## config.mk

```make
export PLATFORM = sky130hd
export DESIGN_NAME = shiftreg_param
export DESIGN_NICKNAME = d
export VERILOG_FILES = /design/src/rtl/shiftreg_param.sv
export SDC_FILE = /design/constraint.sdc
export NUM_CORES = 1
export LEC_CHECK = 0
export ABC_AREA = 1
export CAP_MARGIN = 20
export CORE_MARGIN = 4
export CORE_UTILIZATION = 60
export CTS_CLUSTER_DIAMETER = 80
export DETAILED_ROUTE_END_ITERATION = 10
export DONT_BUFFER_PORTS = 1
export GPL_ROUTABILITY_DRIVEN = 0
export HOLD_SLACK_MARGIN = 0.02
export PLACE_DENSITY = 0.74
export SLEW_MARGIN = 20
export SYNTH_ARGS = -nofsm -noshare
export SYNTH_HDL_FRONTEND = slang
export SYNTH_SLANG_ARGS = --single-unit
```

## constraint.sdc

```tcl
create_clock -name clk -period 1.75 [get_ports clk]
set_input_delay 0.35 -clock clk [delete_from_list [all_inputs] [get_ports clk]]
set_output_delay 0.35 -clock clk [all_outputs]
set_load 0.05 [all_outputs]
```

## src/rtl/shiftreg_param.sv

```systemverilog
// -----------------------------------------------------------------------------
// shiftreg_param
//   Parameterised parallel-load / serial-out shift register with a frame
//   counter. A load starts a frame of WIDTH shifts; each enabled cycle while
//   bits remain shifts one bit out (MSB first for left, LSB first for right).
//   `done` pulses on the final shift of a frame.
//
// Configuration macro:
//   SHIFTREG_PARAM_ROTATE_EN  defined   -> rotate=1 recirculates the shifted-out
//                                          bit as the fill bit
//                             undefined -> rotate ignored, fill is serial_in
//
// Ports:
//   clk           in   sole clock, rising edge
//   reset         in   synchronous active-high reset
//   enable        in   qualifies load and shift; 0 holds all state
//   load          in   parallel load request (priority over shift)
//   direction     in   0 = shift left (MSB out), 1 = shift right (LSB out)
//   rotate        in   recirculate shifted-out bit (only with the macro)
//   serial_in     in   fill bit when not rotating
//   parallel_in   in   [WIDTH-1:0] load data
//   out           out  registered serial output, last bit shifted out
//   parallel_out  out  [WIDTH-1:0] current register content
//   count         out  [$clog2(WIDTH+1)-1:0] bits remaining in the frame
//   busy          out  count != 0 (combinational from the count register)
//   done          out  registered one-cycle pulse on final shift of a frame
// -----------------------------------------------------------------------------
module shiftreg_param #(
  parameter int WIDTH = 8
) (
  input  logic                         clk,
  input  logic                         reset,
  input  logic                         enable,
  input  logic                         load,
  input  logic                         direction,
  input  logic                         rotate,
  input  logic                         serial_in,
  input  logic [WIDTH-1:0]             parallel_in,
  output logic                         out,
  output logic [WIDTH-1:0]             parallel_out,
  output logic [$clog2(WIDTH+1)-1:0]   count,
  output logic                         busy,
  output logic                         done
);

  localparam int CW = $clog2(WIDTH+1);

  logic [WIDTH-1:0] content_q, content_d;
  logic             out_q, out_d;
  logic [CW-1:0]    count_q, count_d;
  logic             done_q, done_d;

  logic             shift_bit;
  logic             fill;

  // Bit leaving the register this cycle, depending on direction.
  assign shift_bit = direction ? content_q[0] : content_q[WIDTH-1];

`ifdef SHIFTREG_PARAM_ROTATE_EN
  assign fill = rotate ? shift_bit : serial_in;
`else
  // rotate is accepted at the port but has no effect in this build.
  logic unused_rotate;
  assign unused_rotate = rotate;
  assign fill          = serial_in;
`endif

  always_comb begin
    content_d = content_q;
    out_d     = out_q;
    count_d   = count_q;
    done_d    = 1'b0;
    if (enable) begin
      if (load) begin
        // A load mid-frame simply restarts the frame.
        content_d = parallel_in;
        count_d   = CW'(WIDTH);
      end else if (count_q != '0) begin
        out_d   = shift_bit;
        count_d = count_q - 1'b1;
        done_d  = (count_q == CW'(1));
        if (direction) content_d = {fill, content_q[WIDTH-1:1]};
        else           content_d = {content_q[WIDTH-2:0], fill};
      end
    end else begin
      // Hold: done must still drop so it is a single-cycle pulse.
      done_d = 1'b0;
    end
  end

  always_ff @(posedge clk) begin
    if (reset) begin
      content_q <= '0;
      out_q     <= 1'b0;
      count_q   <= '0;
      done_q    <= 1'b0;
    end else begin
      content_q <= content_d;
      out_q     <= out_d;
      count_q   <= count_d;
      done_q    <= done_d;
    end
  end

  assign out          = out_q;
  assign parallel_out = content_q;
  assign count        = count_q;
  assign busy         = (count_q != '0);
  assign done         = done_q;

endmodule
```

Yosys cells after proc, flatten, opt, wreduce, memory -nomap -nowiden
Cells that the tools add are included.
{"block": "totals", "in_bits": 15, "ff_bits": 14, "output_inout_bits": 15, "word_cells": 20}
{"block": "op_classes", "muxes": 6, "addsub": 1, "n_reduce_logical": 5, "n_eq_ne": 1, "n_bitwise": 3}
{"operator": "8-bit 2-to-1 mux", "n": 3}
{"operator": "4-bit 2-to-1 mux", "n": 2}
{"operator": "4-bit by 1-bit equality test with 1-bit output, second input constant", "n": 1}
{"operator": "4-bit nonzero test", "n": 1}
{"operator": "4-bit OR reduction", "n": 1}
{"operator": "4-bit by 1-bit subtractor with 4-bit output, second input constant", "n": 1}
{"operator": "1-bit inverter", "n": 3}
{"operator": "3-bit AND reduction", "n": 1}
{"operator": "2-bit AND reduction", "n": 1}
{"operator": "2-bit nonzero test", "n": 1}
{"operator": "1-bit 2-to-1 mux", "n": 1}

Logic depth before layout (Yosys ltp)
Gate-level depths: netlist of run 1.
{"block": "depth", "word_depth": 3, "depth_mapped": 8, "mapped_depth_nobuf": 8}

Worst setup path after synthesis of run 1
No wires, ideal clock.
{"block": "synth_timing", "kind": "register -> register", "from": "register count_q[0] (netlist: count[0])", "to": "register count_q[0] (netlist: count[0])", "slack_ps": -204, "synth_period_minus_slack_ps": 1954, "t_arrival_ps": 1888, "path_buffers": 0, "path_stages_with_launch": 8, "required_time_ps": 1685, "path_cell_list": "dfxtp_1 inv_1 ha_1 nand2_1 nand3_1 inv_1 o21ai_0 nor2_1"}
{"block": "synth_between", "elab_chain_cells": 3}
{"item": "start: declaration", "line_no": "50", "source": "logic [CW-1:0] count_q, count_d;"}
{"item": "start signal: assignment", "line_no": "100", "source": "count_q <= count_d;"}
{"item": "4-bit nonzero test"}
{"item": "net busy", "line_no": "42", "source": "output logic busy,"}
{"item": "2-bit nonzero test (no source line)"}
{"item": "2-bit AND reduction (no source line)"}
The timed path passes the listed nets, and every way through them passes these cells. The select of a mux whose other input is x is not followed.
A chain may end at the register's enable or synchronous reset.

Final worst setup path of run 1
{"block": "layout_timing", "from": "register count_q[0] (netlist: count[0])", "to": "output busy"}
{"block": "layout_between", "elab_chain_cells": 1}
{"item": "4-bit nonzero test", "line_no": "108", "source": "assign busy = (count_q != '0);"}
{"item": "end: declaration", "line_no": "42"}
No other way between the ends.

==> results by stage, run 1 <==
Route:
- The violation count after the first detailed-route iteration is 20.
- In the final routed layout, each cell accounts on average for 12.4 µm.
- The aggregate routed wire length is 1890 µm.
- In the routed layout, each cell is associated on average with a via count of 5.47.
- For this run, design rule violations remaining after detail routing come to 0.
- The pre-antenna-repair detailed-routing pass consisted of 4 iterations.
- The number of nets with antenna violations after routing is 0.
- Across all layers, the routed design uses 831 vias.

Setup path:
- The startpoint of the most critical setup path is count[0]$_SDFFE_PP0P_.
- The beginning of the worst register-to-register path is count[0]$_SDFFE_PP0P_.
- Counting cells, the worst reg-to-reg path comes to 7.
- The kind of end point of the critical path is an output port.
- The setup slack on the worst flop-to-flop path is 0.44 ns.
- The biggest fanout along the worst timing path is 5.
- The cell with the largest stage delay on the worst path is sky130_fd_sc_hd__dfxtp_2.
- Data arrives at the worst endpoint at 1.23 ns.
- The signal on the critical path passes through inv_1 -> ha_1 -> nand2_1 -> buf_4.
- The category of the most critical setup path is register to output port.
- The worst register-to-register path ends at count[0]$_SDFFE_PP0P_.
- The required time of the critical path is 1.40 ns.
- The startpoint kind of the worst setup timing path is a register.
- In this design, the stage delay of the slowest critical-path cell is 0.33 ns.

Cells and area:
- The final standard cell area without fillers is 926 µm².
- The total number of nets in the final design is 157.
- Compared with the post-synthesis result, the final layout area differs by 15.3%.
- The final core utilization is 0.781.
- The number of standard cells in the layout, taps in and fillers out is 152.
- The number of antenna diodes in the final layout is 0.
- The layout cell share with drive strength beyond 1 is 0.188.
- After filler insertion, the fill cell instance count of the layout stands at 102.

Synthesis:
- The area share of the leading cell type in the synthesized netlist is 0.349.
- Counting every net in the synthesized netlist gives 143.
- The mean post-synth cell area is 6.43 µm².
- Yosys printed 0 warnings.
- The largest area contributor in the synthesized netlist is sky130_fd_sc_hd__dfxtp_1.
- The async set-or-reset flop fraction in the synthesized netlist is 0.
- In this run, distinct cell masters in the synthesized netlist total 21.
- After technology mapping, the gate count stands at 125.
- After synthesis, the cell types taking the most area are sky130_fd_sc_hd__dfxtp_1 35%, sky130_fd_sc_hd__nand2_1 20%, sky130_fd_sc_hd__nor2_1 11%.
- The fraction of the yosys area taken by sequential cells is 0.349.
- The commonest cells after synthesis are 43 x sky130_fd_sc_hd__nand2_1, 23 x sky130_fd_sc_hd__nor2_1, 14 x sky130_fd_sc_hd__dfxtp_1.
- The number of flip-flops and latches in the synthesized netlist is 14.
- The flip-flop cell with the highest count after synthesis is sky130_fd_sc_hd__dfxtp_1.
- The mapped netlist covers 803 µm².
- In the post-synthesis netlist, the cell with the most instances is sky130_fd_sc_hd__nand2_1.
- In this run, synthesis inferred 0 flip-flops with an integrated enable.

Global routing:
- The initial antenna violation count came to 0.
- The wire length of the first global-routing pass is 3070 µm.
- The total overflow left after global routing is 0.
- The all-layer global routing usage is 0.205.
- The via count of the first global-routing pass is 721.
- Entering global routing, the biggest net connects 20 pins.

Power:
- The peak supply drop is 746 µV.
- The power density relative to cell area is 1050 mW/mm².
- The proportion of total power due to net switching is 0.400.
- The analysis attributes to net switching a power of 0.000388 W.
- The share of total power dissipated in combinational logic is 0.369.
- The part of the total power dissipated in sequential elements is 0.389.
- For this design the static power due to leakage is 0.445 nW.
- The portion of total power attributed to the clock network is 0.242.
- The internal power component is 0.000582 W.

Worst hold path:
- The cell depth of the worst hold path is 1.
- The start point of the worst hold path is reset.
- The hold-critical path endpoint is count[3]$_SDFFE_PP0P_.
- The worst hold path belongs to the class input port to register.

Placed design:
- The post-placement cell area is 890 µm².
- Input and output buffers added on the ports amount to 0.
- Detailed placement finished with a half-perimeter wire length of 1320 µm.
- The total placed cells including tap cells is 148.

Timing:
- The ratio of final minimum period to clock period is 0.901.
- At the pin with the least slew margin, the transition time is 0.497 ns.
- The worst clock skew is 0.00143 ns.
- Setup violations remaining at the end of the flow were counted as 0.
- Counting I/O delays and the setup requirement, the final critical path takes 1.58 ns.
- The number of hold violations in the final report is 0.
- Headroom to the max-slew limit came out at 0.668.
- The number of max-slew violations in the final report was 0.
- Timing would allow up to 634 MHz.
- Setup repair after global routing left no endpoint under its margin.
- The setup total negative slack is 0 ns.

CTS:
- The CTS H-tree depth is 1.
- For this design, the CTS-stage hold fixing added 0 buffers.
- After clock tree synthesis, the clock-pin slew on the worst setup and hold paths is 0.09 ns.
- The TritonCTS sink count is 14.
- The worst-skew pair later-pin latency is 0.28 ns.
- Clock tree synthesis inserted a total of 3 buffers.
- The TritonCTS clock tree is yes.
- The post-cts repair resize count is 0.
- The number of setup buffers added after CTS is 0.
- Counting along the longest clock path gives a buffer depth of 2.
- The clock root buffer master is sky130_fd_sc_hd__clkbuf_4.

Floorplan:
- In this run the vertical extent of the chip is 44.6 µm.
- The initial utilization of the core area, before any placement, comes to 0.677.
- The total I/O pin count is 30.
- The die covers 0.00199 mm².
- The core box area is 0.00119 mm².
- The die is 44.6 µm wide.
- The row count is 12.

Run status:
- The run finished with clean final reports.

Job:
- Across the run, the number of max-cap violations was 0.
==> layout make-up <==
| class | instances | area (µm²) | share of cell area |
|---|---|---|---|
| Sequential cell | 14 | 283 | 0.305 |
| Inverter | 8 | 35.0 | 0.0378 |
| Timing Repair Buffer | 13 | 97.6 | 0.105 |
| Tap cell | 14 | 17.5 | 0.0189 |
| Clock buffer | 4 | 36.3 | 0.0392 |
| Multi-Input combinational cell | 99 | 457 | 0.493 |
==> worst max-delay path, delay by kind of cell, from the launching register on <==
| kind | cells | cell delay, ns |
|---|---|---|
| AND/OR/NAND/NOR | 1 | 0.08 |
| buffers and inverters | 2 | 0.33 |
| flip-flops | 1 | 0.33 |
| adder cells (fa/ha/maj) | 1 | 0.21 |
==> per-layer routing <==
layer  part of all wire  vias up  global-route usage
met3               0.10        2              0.0569
met5                  0        -                   0
met2               0.45       43               0.335
met1               0.44      366               0.255
met4             0.0074        0              0.0723
li1                   -      420                   -
==> cell families (layout without fill, tap and decap cells) <==
group | Yosys count | in the layout | share of synthesized area
buf+inv | 12 | 25 | 0.0825
simple gates | 82 | 82 | 0.425
xor+xnor | 1 | 1 | 0.0109
fa+ha+maj | 3 | 3 | 0.0467
flops | 14 | 14 | 0.349
compound gates | 13 | 13 | 0.0857
==> worst max path at each step <==
stage                             to  slack, ns  cells past startpoint
4_1_cts                         busy       0.16                      4
3_5_place_dp   count[0]$_SDFFE_PP0P_       0.48                      7
3_3_place_gp                    busy       0.51                      4
2_1_floorplan  count[0]$_SDFFE_PP0P_       0.01                      7
5_1_grt                         busy       0.06                      4
6_report                        busy       0.17                      4
==> power groups by stage <==
stage                     Clock, W  Sequential, W  Combinational [W]
final                     0.000235       0.000377           0.000358
after global routing      0.000256       0.000381           0.000390
after CTS                 0.000239       0.000377           0.000359
after detailed placement         0       0.000385           0.000356
after global placement           0       0.000383           0.000348
after floorplan                  0       0.000492           0.000176
==> cells in the final DEF, fill, tap and decap left out <==
cell type | netlist | final
sky130_fd_sc_hd__nand2_1 | 43 | 43
sky130_fd_sc_hd__nand3_1 | 12 | 12
sky130_fd_sc_hd__inv_1 | 5 | 5
sky130_fd_sc_hd__clkbuf_4 | 0 | 3
sky130_fd_sc_hd__nor2_1 | 23 | 23
sky130_fd_sc_hd__clkbuf_8 | 0 | 1
sky130_fd_sc_hd__ha_1 | 3 | 3
sky130_fd_sc_hd__nor2_2 | 1 | 1
sky130_fd_sc_hd__inv_6 | 1 | 1
sky130_fd_sc_hd__dfxtp_2 | 0 | 2
sky130_fd_sc_hd__clkinv_1 | 1 | 1
sky130_fd_sc_hd__xor2_1 | 1 | 1
sky130_fd_sc_hd__dfxtp_1 | 14 | 12
sky130_fd_sc_hd__o21ai_0 | 10 | 10
sky130_fd_sc_hd__nand2_4 | 1 | 1
sky130_fd_sc_hd__nand3_2 | 1 | 1
sky130_fd_sc_hd__a21oi_2 | 1 | 1
sky130_fd_sc_hd__a21oi_1 | 2 | 2
sky130_fd_sc_hd__nand2_2 | 1 | 1
sky130_fd_sc_hd__buf_4 | 1 | 13
sky130_fd_sc_hd__inv_2 | 1 | 1
==> per-stage QoR <==
stage | worst slack (ns) | power [W] | hold WS (ns)
finish | 0.173 | 0.000970 | 0.117
global route | 0.0608 | 0.00103 | 0.101
CTS | 0.164 | 0.000974 | 0.112
detailed placement | 0.476 | 0.000741 | 0.415
global placement | 0.510 | 0.000731 | 0.413
floorplan | 0.0104 | 0.000668 | 0.412
==> registers in the layout (all words and copies together), names as in the netlist <==
signal        cells
count             4
parallel_out      8
done              1
out               1
No activity file was read; power rests on OpenSTA's default activity.
==> run 2: changes to the inputs <==
CORE_AREA = 4 4 41 43   (was not set)
CORE_MARGIN = not set   (was 4)
CORE_UTILIZATION = not set   (was 60)
CTS_BUF_LIST = sky130_fd_sc_hd__clkbuf_8 sky130_fd_sc_hd__clkbuf_16   (was not set)
DIE_AREA = 0 0 45 47   (was not set)
HOLD_SLACK_MARGIN = 0.05   (was 0.02)
==> results by stage, run 2 (same netlist as run 1, synthesis figures left out) <==
Run status:
- The run finished with clean final reports.

Floorplan:
- The total I/O pin count is 30.
- The floorplan step defined a core boundary enclosing 0.00130 mm².
- The die footprint is 0.00212 mm².
- The width of the chip is 45 µm.
- For this configuration, the core starts out at a cell density of 0.617.
- The floorplan has 13 rows.
- The die is 47 µm tall.

Timing:
- The number of max-slew violations in the final report is 0.
- At the pin with the least slew margin, the transition time is 0.498 ns.
- Setup repair after global routing left no endpoint under its margin.
- The total setup violations reported at the end of the flow is 0.
- For this run, the top clock speed supported by timing is 653 MHz.
- The clock arrives with 0.00115 ns of skew.
- On the final layout, the worst hold slack is 0.156 ns.
- In the final timing run, aggregate negative setup slack is 0 ns.
- The worst relative slew slack is 0.667.
- The number of hold violations in the final report was 0.
- The minimum period implied by the final worst setup slack is 1.53 ns.
- The ratio of final minimum period to clock period is 0.875.

Global routing:
- The wire length of the first global-routing pass is 2970 µm.
- Across every metal layer, demand over resource in global routing totals 0.197.
- Global routing finished with a remaining overflow of 0.
- The initial antenna violation count is 0.
- The via count of the first global-routing pass came to 725.
- Entering global routing, the biggest net connects 20 pins.

Cells and area:
- The flip-flop count of the largest register after layout is 8.
- The top cell types in the final layout, fill and taps aside, are 43 x sky130_fd_sc_hd__nand2_1, 23 x sky130_fd_sc_hd__nor2_1, 13 x sky130_fd_sc_hd__buf_4.
- The diode insertion count for antenna repair is 0.
- In the final layout, flip-flops and latches occupy 283 µm².
- The multi-input combinational cell area is 457 µm².
- The commonest non-fill, non-tap cell in the layout is sky130_fd_sc_hd__nand2_1.
- The total number of nets in the final design is 157.
- Fill cells in the final layout number 119.
- Relative to the synthesized area, the layout overhead comes to 17.8%.
- Of the cells placed in the final design, the portion with a size suffix greater than 1 is 0.188.

Route:
- The detailed router placed 805 vias in this run.
- The count of nets left with antenna violations once routing finished came out at 0.
- The detailed-route wire length per cell is 12.0 µm.
- The count of unresolved DRC violations after routing is 0.
- The detailed router finished its first iteration with 17 violations.
- The number of iterations in the first detailed-routing pass is 4.
- Summed over all layers, the routed wires come to 1840 µm.
- The average vias per placed instance is 5.26.

Power:
- The net switching power is 0.000396 W.
- Cell internal power was estimated by the tool at 0.000656 W.
- For this design the static power due to leakage is 0.453 nW.
- The share of total power dissipated in the clock network is 0.303.
- The power density relative to cell area is 1110 mW/mm².
- The peak supply drop is 638 µV.
- The combinational power share is 0.340.
- The share of total power dissipated in sequential elements is 0.357.
- Of the total power, the share spent switching nets is 0.377.

CTS:
- Buffers added to address setup during post-CTS repair amount to 0.
- The post-cts repair resize count is 0.
- Clock tree synthesis found a total of 14 sinks.
- Buffers inserted to repair hold after CTS numbered 0.
- In this run the deepest clock path goes through 2 buffers.
- After clock tree synthesis, the clock-pin slew on the worst setup and hold paths is 0.06 ns.
- The total clock buffers created by CTS is 3.
- The clock root buffer master is sky130_fd_sc_hd__clkbuf_8.
- TritonCTS built the clock tree.
- The worst-skew pair later-pin latency is 0.25 ns.
- In this run the number of H-tree levels came out at 1.

Setup path:
- The delay contributed by the slowest stage of the critical path is 0.32 ns.
- The kind of end point of the critical path is an output port.
- The required time of the critical path is 1.40 ns.
- Data arrives at the worst endpoint at 1.18 ns.
- Of all nets on the critical path, the largest fanout is 5.
- The largest delay contributor family on the critical path is flip-flops.
- The critical path contains buffers and inverters numbering 2 combined.
- For this design, the slowest cell found on the critical path is sky130_fd_sc_hd__dfxtp_2.
- The category of the most critical setup path is register to output port.
- STA classifies the critical path startpoint as a register.
- Walking the worst path, the cells encountered are inv_1 -> ha_1 -> nand2_1 -> buf_4.

Placed design:
- The HPWL after detailed placement is 1350 µm.
- The count of buffers added on input and output ports is 0.

Job:
- The tool flagged a number of max-cap violations equal to 0.

Worst hold path:
- The class of the tightest hold or removal check is input port to register.
[run 2: cell counts in the layout (fill, tap and decap cells not counted)]
No cell type changed its count.
[run 2: final timing paths]
| kind | from | end | slack [ns] | cells past startpoint |
|---|---|---|---|---|
| max | count[0]$_SDFFE_PP0P_ | busy | 0.22 | 4 |
| max reg2reg | count[0]$_SDFFE_PP0P_ | count[0]$_SDFFE_PP0P_ | 0.50 | 7 |
| min | reset | count[3]$_SDFFE_PP0P_ | 0.16 | 1 |
| min reg2reg | parallel_out[1]$_SDFFE_PP0P_ | parallel_out[1]$_SDFFE_PP0P_ | 0.52 | 2 |
[run 2: final cells by class]
type / instances / area share
timing repair buffer: 13 / 0.103
multi-input combinational: 99 / 0.483
tap: 15 / 0.0198
inverter: 8 / 0.0370
sequential: 14 / 0.299
clock buffer: 4 / 0.0582
[run 2: stage by stage]
stage / power (W) / util / instances / area (µm²) / worst slack (ns)
floorplan: 0.000668 / - / 125 / 806 / 0.0104
global placement: 0.000732 / 0.685 / 149 / 891 / 0.501
detailed placement: 0.000741 / 0.685 / 149 / 891 / 0.478
CTS: 0.00106 / 0.727 / 153 / 946 / 0.207
global route: 0.00111 / 0.727 / 153 / 946 / 0.117
finish: 0.00105 / 0.727 / 153 / 946 / 0.218
[run 2: power groups by stage]
stage               Clock, W  Combinational, W  Sequential (W)
global placement           0          0.000351        0.000381
floorplan                  0          0.000176        0.000492
detailed placement         0          0.000358        0.000382
finish              0.000319          0.000358        0.000376
CTS                 0.000323          0.000359        0.000376
global route        0.000340          0.000393        0.000379
[run 2: layer usage]
layer  routed length (µm)  track usage  vias to the layer above
met2                  821        0.319                       27
met3                  138       0.0460                        5
met5                    0            0                        -
li1                     -            -                      417
met1                  843        0.236                      356
met4                   40        0.123                        0
==> run 3: changes to the inputs <==
PLACE_DENSITY = not set   (was 0.74)
PLACE_DENSITY_LB_ADDON = 0.1   (was not set)
==> results by stage, run 3 (same netlist as run 1, synthesis figures left out) <==
Run status:
- The flow ran to the end, and the final reports show no timing, DRC or antenna violations.

Global routing:
- The via count of the first global-routing pass is 694.
- The initial antenna violation count was 0.
- The layer carrying the most global-route usage is met2.
- The met3 routing resource usage after global routing is 0.0805.
- Summed over all layers, the global routing overflow is 0.
- The met1 track demand over resource in global routing is 0.233.
- The first global-routing pass estimated 2970 µm of wire.
- For this run, the total global-route usage over all layers was measured as 0.192.
- The largest net degree at the start of global routing is 20.
- The met2 routing resource usage after global routing is 0.297.

Route:
- After detailed routing, the number of vias per cell comes to 5.10.
- Once detail routing completed, the nets flagged for antenna violations numbered 0.
- The aggregate routed wire length is 1760 µm.
- The total number of vias is 775.
- After detailed routing, the number of remaining DRC violations is 0.
- The detailed router finished its first iteration with 14 violations.
- The number of iterations in the first detailed-routing pass is 4.
- After detailed routing, the average wire length per cell comes to 11.6 µm.

Floorplan:
- The row count is 13.
- For this design the top-level I/O count stands at 30.
- The die covers 0.00212 mm².
- From left edge to right edge, the die measures 45 µm.
- The vertical extent of the die is 47 µm.
- The region available for standard cell placement spans 0.00130 mm².
- The initial cell density of the core is 0.617.

Cells and area:
- The final core utilization is 0.721.
- Leaving out fill and tap cells, the most frequent cell in the layout is sky130_fd_sc_hd__nand2_1.
- The register with the most flip-flops in the layout has 8 of them.
- At the end of the flow, the number of nets in the layout was 156.
- The layout overhead on the synthesized area is 16.8%.
- In the final layout, the share of cells above drive strength 1 is 0.182.
- The diode insertion count for antenna repair is 0.
- In the layout the commonest cells are 43 x sky130_fd_sc_hd__nand2_1, 23 x sky130_fd_sc_hd__nor2_1, 12 x sky130_fd_sc_hd__nand3_1, 12 x sky130_fd_sc_hd__dfxtp_1, 12 x sky130_fd_sc_hd__buf_4.
- Counting the fill cells in the layout gives 112.

Timing:
- The fmax is 654 MHz.
- The worst pin sits at a relative slew slack of 0.610.
- The total setup violations reported at the end of the flow is 0.
- The worst clock skew is 0.00311 ns.
- The smallest clock period supported by the final layout is computed as 1.53 ns.
- The setup total negative slack is 0 ns.
- The number of hold violations in the final report is 0.
- Setup repair after global routing left no endpoint under its margin.
- The worst setup slack after layout is 0.221 ns.
- The slew of the pin with the lowest slew margin is 0.584 ns.
- The number of max-slew violations in the final report is 0.
- In the finished design, the share of the clock period the worst path needs comes to 0.874.

Power:
- The part of the total power dissipated in sequential elements is 0.369.
- The power density relative to cell area is 1120 mW/mm².
- The combinational power share is 0.327.
- IR analysis of the VDD net gives a maximum drop of 564 µV.
- The internal power component is 0.000652 W.
- The net switching power is 0.000394 W.
- The proportion of total power due to net switching is 0.377.
- The portion of total power attributed to the clock network is 0.304.
- Summed over all cells, the static leakage comes to 0.448 nW.

Placed design:
- The HPWL after detailed placement is 1290 µm.
- The number of input and output port buffers inserted is 0.
- The worst setup slack before clock tree synthesis is 0.486 ns.

CTS:
- Clock tree synthesis inserted a total of 3 buffers.
- The post-cts repair resize count is 0.
- The TritonCTS clock tree is yes.
- The number of setup buffers added after CTS is 0.
- The total of hold buffers inserted after clock tree synthesis is 0.
- No sink is reached through more buffers than the 2 on the longest clock path.
- The CTS H-tree depth is 1.
- Clock latency on the worst-skew pair, taken at its later pin, is 0.25 ns.
- Clock-pin slew was measured on the worst setup and hold paths at 0.06 ns.
- The tree built by TritonCTS fans out to 14 sinks.
- In this run the clock root is driven by a sky130_fd_sc_hd__clkbuf_8.

Job:
- Across the run, the number of max-cap violations was 0.

Setup path:
- The slowest stage of the critical path belongs to the cell sky130_fd_sc_hd__dfxtp_2.
- The startpoint kind of the worst setup timing path is a register.
- The delay contributed by the slowest stage of the critical path is 0.32 ns.
- The critical path is of the register to output port type.
- The signal on the critical path passes through inv_1 -> ha_1 -> nand2_1 -> buf_4.
- STA puts the critical path data arrival time at 1.18 ns.
- At the worst endpoint, the required time is 1.40 ns.
- In this run the worst path has a maximum fanout of 5.
- The worst setup path is captured at an output port.

Worst hold path:
- The class of the tightest hold or removal check is input port to register.
-- run 3: changes by cell type in the layout (fill, tap and decap cells not counted), sizes merged --
cell  before  now
buf       13   12
-- run 3: layer usage --
metal / routed length, µm / share of wire / vias up
li1: - / - / 416
met1: 837 / 0.48 / 331
met2: 741 / 0.42 / 24
met3: 158 / 0.090 / 4
met4: 23 / 0.013 / 0
met5: 0 / 0 / -
-- run 3: worst max-delay path, delay by kind of cell (launching register included) --
family | cells | cell delay [ns]
buf+inv | 2 | 0.29
flops | 1 | 0.32
fa+ha+maj | 1 | 0.23
simple gates | 1 | 0.09
-- run 3: area by class of cell --
class,instances,area [µm²],share of cell area
multi-input cells,99,457,0.487
repair buffers,12,90.1,0.0960
well taps,15,18.8,0.0200
clock buffers,4,55.1,0.0587
inverters,8,35.0,0.0373
flip-flops and latches,14,283,0.301
-- run 3: worst paths after layout --
check / start / to / slack [ns] / cells after the start
setup reg to reg: count[0]$_SDFFE_PP0P_ / count[0]$_SDFFE_PP0P_ / 0.50 / 7
setup / recovery: count[0]$_SDFFE_PP0P_ / busy / 0.22 / 4
hold reg to reg: parallel_out[2]$_SDFFE_PP0P_ / parallel_out[2]$_SDFFE_PP0P_ / 0.52 / 2
hold / removal: reset / count[3]$_SDFFE_PP0P_ / 0.15 / 1
-- run 3: power by group through the flow --
| stage | Clock, W | Sequential, W | Combinational (W) |
|---|---|---|---|
| 3_5_place_dp | 0 | 0.000394 | 0.000343 |
| 4_1_cts | 0.000321 | 0.000387 | 0.000344 |
| 5_1_grt | 0.000340 | 0.000390 | 0.000377 |
| 2_1_floorplan | 0 | 0.000492 | 0.000176 |
| 6_report | 0.000318 | 0.000386 | 0.000342 |
| 3_3_place_gp | 0 | 0.000392 | 0.000335 |
-- run 3: metrics by stage --
stage	total power, W	hold WS (ns)	area, µm²	instances
3_5_place_dp	0.000736	0.414	883	148
6_report	0.00105	0.155	938	152
5_1_grt	0.00111	0.152	938	152
3_3_place_gp	0.000728	0.414	883	148
2_1_floorplan	0.000668	0.412	806	125
4_1_cts	0.00105	0.154	938	152
